<file path="src/rtl/dmem_pkg.sv">
// Shared definitions for the data-memory side of the system.
// Holds the core count, the memory geometry, and the requester id type.
// The UART memory-communication interface is always the requester just
// after the last core.
package dmem_pkg;

  localparam int CORE_COUNT          = 4;
  localparam int REG_WIDTH           = 48;
  localparam int DATA_MEM_WIDTH      = 48;
  localparam int DATA_MEM_ADDR_WIDTH = 12;
  localparam int UART_REQ_ID         = CORE_COUNT;
  localparam int REQ_COUNT           = CORE_COUNT + 1;

  // Index of a requester on the data-memory arbiter (cores, then UART).
  typedef logic [$clog2(REQ_COUNT)-1:0] reqId_t;

endpackage

</file>
<file path="src/rtl/rr_pick.sv">
// Round-robin picker (purely combinational).
// It scans the request vector starting one position after the last winner
// and wraps modulo N. N does not have to be a power of two.
//   req    : request vector, one bit per requester
//   last   : index of the previous winner
//   gnt    : one-hot grant, all zero when req == 0
//   winner : index of the granted requester, 0 when req == 0
module rr_pick #(
  parameter int N     = 5,
  parameter int PTR_W = (N > 1) ? $clog2(N) : 1
) (
  input  logic [N-1:0]     req,
  input  logic [PTR_W-1:0] last,
  output logic [N-1:0]     gnt,
  output logic [PTR_W-1:0] winner
);

  always_comb begin
    logic             found;
    int               idxI;
    logic [PTR_W-1:0] idx;
    // NOTE: every variable gets a default before the loop, so no path
    // leaves one unassigned and no latch is inferred.
    gnt    = '0;
    winner = '0;
    found  = 1'b0;
    idxI   = 0;
    idx    = '0;
    for (int off = 1; off <= N; off++) begin
      // last < N, so one conditional subtract is enough to wrap.
      idxI = int'(last) + off;
      if (idxI >= N) idxI = idxI - N;
      idx = PTR_W'(idxI);
      if (!found && req[idx]) begin
        found    = 1'b1;
        gnt[idx] = 1'b1;
        winner   = idx;
      end
    end
  end

endmodule

</file>
<file path="src/rtl/dmem_arbiter.sv">
// Data-memory arbiter. It shares the single-port data memory between the
// cores and the UART memory-communication interface.
// Arbitration is combinational: a valid lock owner that still requests wins.
// Otherwise round-robin picks the winner. The access goes to the memory port
// in the same cycle.
// Read data is tagged with the issuing requester. The tag is delayed by the
// memory read latency.
//   clk, rstN   : clock, asynchronous active-low reset
//   req/lock/we : per-requester request, burst lock, write select
//   addr/wdata  : flattened per-requester address / write data
//   gnt         : one-hot grant (access issued this cycle)
//   rvalid      : one-hot owner of rdata this cycle
//   rdata       : mem_q passthrough
//   mem_*       : memory port (address, write enable, write data, read data)
module dmem_arbiter
  import dmem_pkg::*;
#(
  parameter int N_REQ          = REQ_COUNT,
  parameter int ADDR_WIDTH     = DATA_MEM_ADDR_WIDTH,
  parameter int DATA_WIDTH     = DATA_MEM_WIDTH,
  parameter int MEM_RD_LATENCY = 1,
  parameter int MAX_LOCK       = 16
) (
  input  logic                        clk,
  input  logic                        rstN,
  input  logic [N_REQ-1:0]            req,
  input  logic [N_REQ-1:0]            lock,
  input  logic [N_REQ-1:0]            we,
  input  logic [N_REQ*ADDR_WIDTH-1:0] addr,
  input  logic [N_REQ*DATA_WIDTH-1:0] wdata,
  output logic [N_REQ-1:0]            gnt,
  output logic [N_REQ-1:0]            rvalid,
  output logic [DATA_WIDTH-1:0]       rdata,
  output logic [ADDR_WIDTH-1:0]       mem_addr,
  output logic                        mem_wrEn,
  output logic [DATA_WIDTH-1:0]       mem_dataIn,
  input  logic [DATA_WIDTH-1:0]       mem_q
);

  localparam int               PTR_W        = (N_REQ > 1) ? $clog2(N_REQ) : 1;
  localparam int               CNT_W        = $clog2(MAX_LOCK) + 1;
  localparam logic [PTR_W-1:0] LAST_RESET   = PTR_W'(N_REQ - 1);
  localparam logic [CNT_W-1:0] CNT_LIMIT    = CNT_W'(MAX_LOCK - 1);
  // With a single requester the grant is simply req. Locking cannot change it.
  localparam bit               LOCK_ALLOWED = (N_REQ > 1);

  logic [PTR_W-1:0]      last;
  logic [PTR_W-1:0]      owner;
  logic                  ownerValid;
  logic [CNT_W-1:0]      lockCnt;
  logic [CNT_W-1:0]      lockBase;
  logic [N_REQ-1:0]      rrGnt;
  logic [PTR_W-1:0]      rrWinner;
  logic [PTR_W-1:0]      winner;
  logic                  ownerWins;
  logic                  anyGnt;
  logic [ADDR_WIDTH-1:0] addrArr  [N_REQ];
  logic [DATA_WIDTH-1:0] wdataArr [N_REQ];
  logic [ADDR_WIDTH-1:0] addrHold;
  logic [DATA_WIDTH-1:0] dataHold;
  logic                  tagValid [MEM_RD_LATENCY];
  logic [PTR_W-1:0]      tagId    [MEM_RD_LATENCY];

  for (genvar i = 0; i < N_REQ; i++) begin : g_unpack
    assign addrArr[i]  = addr[i*ADDR_WIDTH +: ADDR_WIDTH];
    assign wdataArr[i] = wdata[i*DATA_WIDTH +: DATA_WIDTH];
  end

  rr_pick #(
    .N     (N_REQ),
    .PTR_W (PTR_W)
  ) u_rrPick (
    .req    (req),
    .last   (last),
    .gnt    (rrGnt),
    .winner (rrWinner)
  );

  // An owner that drops req loses the lock right away. This cycle falls back
  // to plain round-robin.
  assign ownerWins = ownerValid && req[owner];
  assign anyGnt    = |req;
  assign winner    = ownerWins ? owner : rrWinner;

  always_comb begin
    gnt = rrGnt;
    if (ownerWins) begin
      gnt        = '0;
      gnt[owner] = 1'b1;
    end
  end

  // When idle, the address and data lines keep their last values so the
  // memory inputs do not toggle.
  assign mem_addr   = anyGnt ? addrArr[winner]  : addrHold;
  assign mem_dataIn = anyGnt ? wdataArr[winner] : dataHold;
  assign mem_wrEn   = anyGnt & we[winner];

  // A burst keeps counting only while the owner keeps winning. A newly
  // locked grant starts from zero.
  assign lockBase = ownerWins ? lockCnt : '0;

  always_ff @(posedge clk or negedge rstN) begin
    if (!rstN) begin
      last       <= LAST_RESET;
      owner      <= '0;
      ownerValid <= 1'b0;
      lockCnt    <= '0;
      addrHold   <= '0;
      dataHold   <= '0;
    end else begin
      // NOTE: sequential state uses non-blocking assignments only. Every
      // register then samples the pre-edge values of the others.
      addrHold <= mem_addr;
      dataHold <= mem_dataIn;
      if (anyGnt) begin
        last <= winner;
        // The grant that reaches MAX_LOCK clears the owner, so the next
        // arbitration is ordinary round-robin starting after this winner.
        if (LOCK_ALLOWED && lock[winner] && (lockBase < CNT_LIMIT)) begin
          owner      <= winner;
          ownerValid <= 1'b1;
          lockCnt    <= lockBase + CNT_W'(1);
        end else begin
          ownerValid <= 1'b0;
          lockCnt    <= '0;
        end
      end else begin
        ownerValid <= 1'b0;
        lockCnt    <= '0;
      end
    end
  end

  // The read tag travels alongside the memory access. Its final stage lines
  // up with mem_q.
  always_ff @(posedge clk or negedge rstN) begin
    if (!rstN) begin
      // NOTE: this tag pipeline is explicitly reset, unlike a data RAM.
      // Stale valid bits would fire spurious rvalid pulses after reset.
      for (int k = 0; k < MEM_RD_LATENCY; k++) begin
        tagValid[k] <= 1'b0;
        tagId[k]    <= '0;
      end
    end else begin
      tagValid[0] <= anyGnt & ~we[winner];
      tagId[0]    <= winner;
      for (int k = 1; k < MEM_RD_LATENCY; k++) begin
        tagValid[k] <= tagValid[k-1];
        tagId[k]    <= tagId[k-1];
      end
    end
  end

  always_comb begin
    rvalid = '0;
    if (tagValid[MEM_RD_LATENCY-1]) rvalid[tagId[MEM_RD_LATENCY-1]] = 1'b1;
  end

  assign rdata = mem_q;

endmodule
</file>
<file path="config.mk">
export PLATFORM = sky130hd
export DESIGN_NAME = dmem_arbiter
export DESIGN_NICKNAME = d
export VERILOG_FILES = /design/src/rtl/dmem_pkg.sv /design/src/rtl/rr_pick.sv /design/src/rtl/dmem_arbiter.sv
export SDC_FILE = /design/constraint.sdc
export NUM_CORES = 1
export LEC_CHECK = 0
export BUFFER_PORTS_ARGS = -buffer_cell sky130_fd_sc_hd__buf_2
export CAP_MARGIN = 0
export CORE_AREA = 5 5 184 186
export DETAILED_ROUTE_END_ITERATION = 8
export DIE_AREA = 0 0 189 191
export PLACE_DENSITY = 0.51
export SLEW_MARGIN = 5
export SYNTH_ARGS = -nofsm -noshare
export SYNTH_HDL_FRONTEND = slang
export SYNTH_SLANG_ARGS = --single-unit
</file>
<file path="constraint.sdc">
create_clock -name clk -period 4.9 [get_ports clk]
set_clock_uncertainty 0.2 [all_clocks]
set_input_delay 0.735 -clock clk [delete_from_list [all_inputs] [get_ports clk]]
set_output_delay 0.735 -clock clk [all_outputs]
set_load 0.05 [all_outputs]
</file>
==> results.json <==
{
  "clk_path_buf_depth": 2,
  "layout.nets": 1638,
  "rows": 66,
  "hpwl_um": 25530,
  "min_period_ns": 5.382,
  "path_cells": "inv_1 > ha_2 > or4b_1 > o31ai_2 > o2111ai_2 > buf_4 > o211ai_2 > nor3_1 > o31a_1 > a311oi_4 > o21ai_4 > buf_6 > buf_12 > buf_4 > mux2i_1 > a221o_1 > a21oi_4 > buf_6",
  "grt_max_degree": 77,
  "start_util_pct": 21.86,
  "min_path_type": "flip-flop to flip-flop",
  "layout_setup_ws_ns": -0.4815,
  "syn_area_um2": 7022,
  "r2r_end": "owner[0]",
  "avgSynthCellArea_um2": 8.501,
  "cts_tree": "built",
  "cts_buffers": 9,
  "h-tree-depth": 3,
  "postLayoutCoreUtil_pct": 36.19,
  "coreArea_um2": 32120,
  "post_drt_via_cell_ratio": 4.793,
  "dieWidth_um": 189,
  "maxSlewHeadroom_pct": 23.84,
  "hold-path-endpoint": "dataHold[34]",
  "rsz0062_at_grt": "true",
  "ant_nets": 0,
  "synth_warnings": 0,
  "grt_usage_pct": 17.63,
  "async_flop_share_pct": 100.0,
  "synth_commonest_cells": "mux2i_1 (135), o21ai_0 (128), nand2_1 (86)",
  "rrSetupSlack_ns": 0.17,
  "route.detailed.drc": 0,
  "num_vias": 8024,
  "totalWireLength_um": 33470,
  "critPathMaxFanout": 11,
  "clk_latency_ns": 0.36,
  "rr_startpoint": "last[2]",
  "fmax_mhz": 185.8,
  "setup_tns_ns": -23.88,
  "synth_cells": 826,
  "portBuffers": 387,
  "reg2reg_depth": 18,
  "hold_start": "dataHold[34]",
  "drtPass1Iterations": 5,
  "required_ns": 3.96,
  "layout-drive-gt1-share_pct": 55.42,
  "tightestPinTransition_ns": 1.142,
  "maxSlewViolCount": 0,
  "areaGrowthSynthToFinish_pct": 65.57,
  "violations": "setup timing",
  "die-area_um2": 36100,
  "gp_congestion": 0.9301,
  "synth_flop_cell": "dfrtp_1",
  "root_buffer": "clkbuf_16",
  "whs_ns": 0.3029,
  "status": "complete, but fails checks",
  "crit_path_end_kind": "output pin",
  "grt_pass1_vias": 8279,
  "synth.distinct_cells": 75,
  "synth_top_area_share_pct": 26.73,
  "ios": 484,
  "yosysSeqAreaShare_pct": 27.10,
  "synth_seq_cells": 76,
  "grt_overflow": 0,
  "antenna_found_initial": 4,
  "startpoint_type": "flip-flop",
  "holdBufCountCts": 0,
  "worstSetupPathType": "flip-flop to output pin",
  "yosys.area.top_type": "dfrtp_1",
  "grt_first_pass_wirelength_um": 49120,
  "routedWlPerCell_um": 20.00,
  "yosysMostFrequentCell": "mux2i_1",
  "finalHoldViolCount": 0,
  "slowest_delay_ns": 0.53,
  "synth-edff-count": 0,
  "synth_nets": 1204,
  "hold_depth": 1,
  "synthTopCellsByArea": "dfrtp_1 (27%), mux2i_1 (19%), o21ai_0 (9.1%)",
  "finalCritPeriodShare_pct": 109.8,
  "cp_slowest_cell": "dfstp_2",
  "die_h_um": 191,
  "finalSetupViolations": 61,
  "drtIter0Drc": 382,
  "clk_pin_slew_worst_paths_ns": 0.07,
  "arrival_ns": 4.45,
  "cts_sinks": 76,
  "maxCapViolations": 0
}
area by class of cell:
| type | instances | area (µm²) |
|---|---|---|
| clock buffers | 10 | 239.0 |
| clock inverters | 6 | 93.84 |
| flip-flops and latches | 76 | 1906 |
| well taps | 408 | 510.5 |
| fillers | 3235 | 20500 |
| diodes | 1 | 2.502 |
| multi-input cells | 613 | 4843 |
| inverters | 19 | 78.83 |
| repair buffers | 541 | 3953 |
how the worst max path moves through the flow:
| stage | start | cells after the start | endpoint | slack (ns) |
|---|---|---|---|---|
| after CTS | last[0] | 19 | mem_dataIn[34] | -0.50 |
| final | last[2] | 18 | mem_wrEn | -0.48 |
| after global routing | last[2] | 18 | mem_wrEn | -0.70 |
| after global placement | last[0] | 18 | mem_dataIn[14] | -0.25 |
| after floorplan | last[1] | 17 | mem_wrEn | -0.11 |
| after detailed placement | last[0] | 18 | mem_dataIn[14] | -0.31 |
state kept, by name, indices dropped and copies added (netlist names):
| name | count |
|---|---|
| owner | 3 |
| tagId | 3 |
| last | 3 |
| ownerValid | 1 |
| addrHold | 12 |
| tagValid | 1 |
| lockCnt | 5 |
| dataHold | 48 |
routing by layer:
metal | share of wire, % | GRT usage (%)
met1 | 41 | 21.39
met2 | 50 | 30.07
met3 | 6.9 | 5.825
met4 | 1.9 | 4.737
met5 | 0.063 | 0
cells by family (layout without fill, tap and decap cells):
| logic type | Yosys count | count (layout) | synth area share (%) |
|---|---|---|---|
| flops | 76 | 76 | 27.10 |
| other cells | 0 | 1 | 0 |
| fa+ha+maj | 13 | 13 | 2.423 |
| simple gates | 174 | 174 | 11.49 |
| mux | 140 | 140 | 20.31 |
| compound gates | 278 | 278 | 26.55 |
| xor+xnor | 8 | 8 | 0.9979 |
| buf+inv | 137 | 576 | 11.12 |
layout by cell type (no fill, tap or decap), types with 12 or more instances in the layout:
master | Yosys | final
buf_2 | 15 | 325
buf_4 | 60 | 122
mux2i_1 | 135 | 106
o21ai_1 | 10 | 91
nand2_1 | 86 | 84
dfrtp_1 | 75 | 73
o22a_2 | 0 | 58
buf_6 | 3 | 51
o21ai_0 | 128 | 37
nor2_1 | 28 | 28
mux2i_2 | 0 | 21
buf_12 | 0 | 21
buf_8 | 0 | 16
inv_1 | 16 | 14
a21oi_1 | 14 | 13
nor3_1 | 12 | 12
worst max-delay path: cells and delay by family (launching register included):
kind,cells,cell delay [ns]
AOI/OAI and AO/OA,8,1.57
muxes,1,0.11
DFF,1,0.53
buffers and inverters,6,0.89
and+or+nand+nor,2,0.53
adders and majority gates,1,0.43
metrics by stage:
stage	instance area (µm²)	std cells	setup slack (ns)
floorplan	7234	826	-0.1107
global placement	9941	1618	-0.2537
detailed placement	9941	1618	-0.3124
CTS	11310	1660	-0.5004
global route	11630	1674	-0.6983
finish	11630	1674	-0.4815
timing repair:
item,4_1_cts,5_1_grt
endpoints found under the hold margin,0,0
pin swaps,15,36
cloned,7,0
setup endpoints to repair,61,68
buffers inserted,19,15
gates resized for setup,214,79
Power is not shown: default switching activity piles up to over one toggle a cycle in this logic, so the estimate is an artifact.
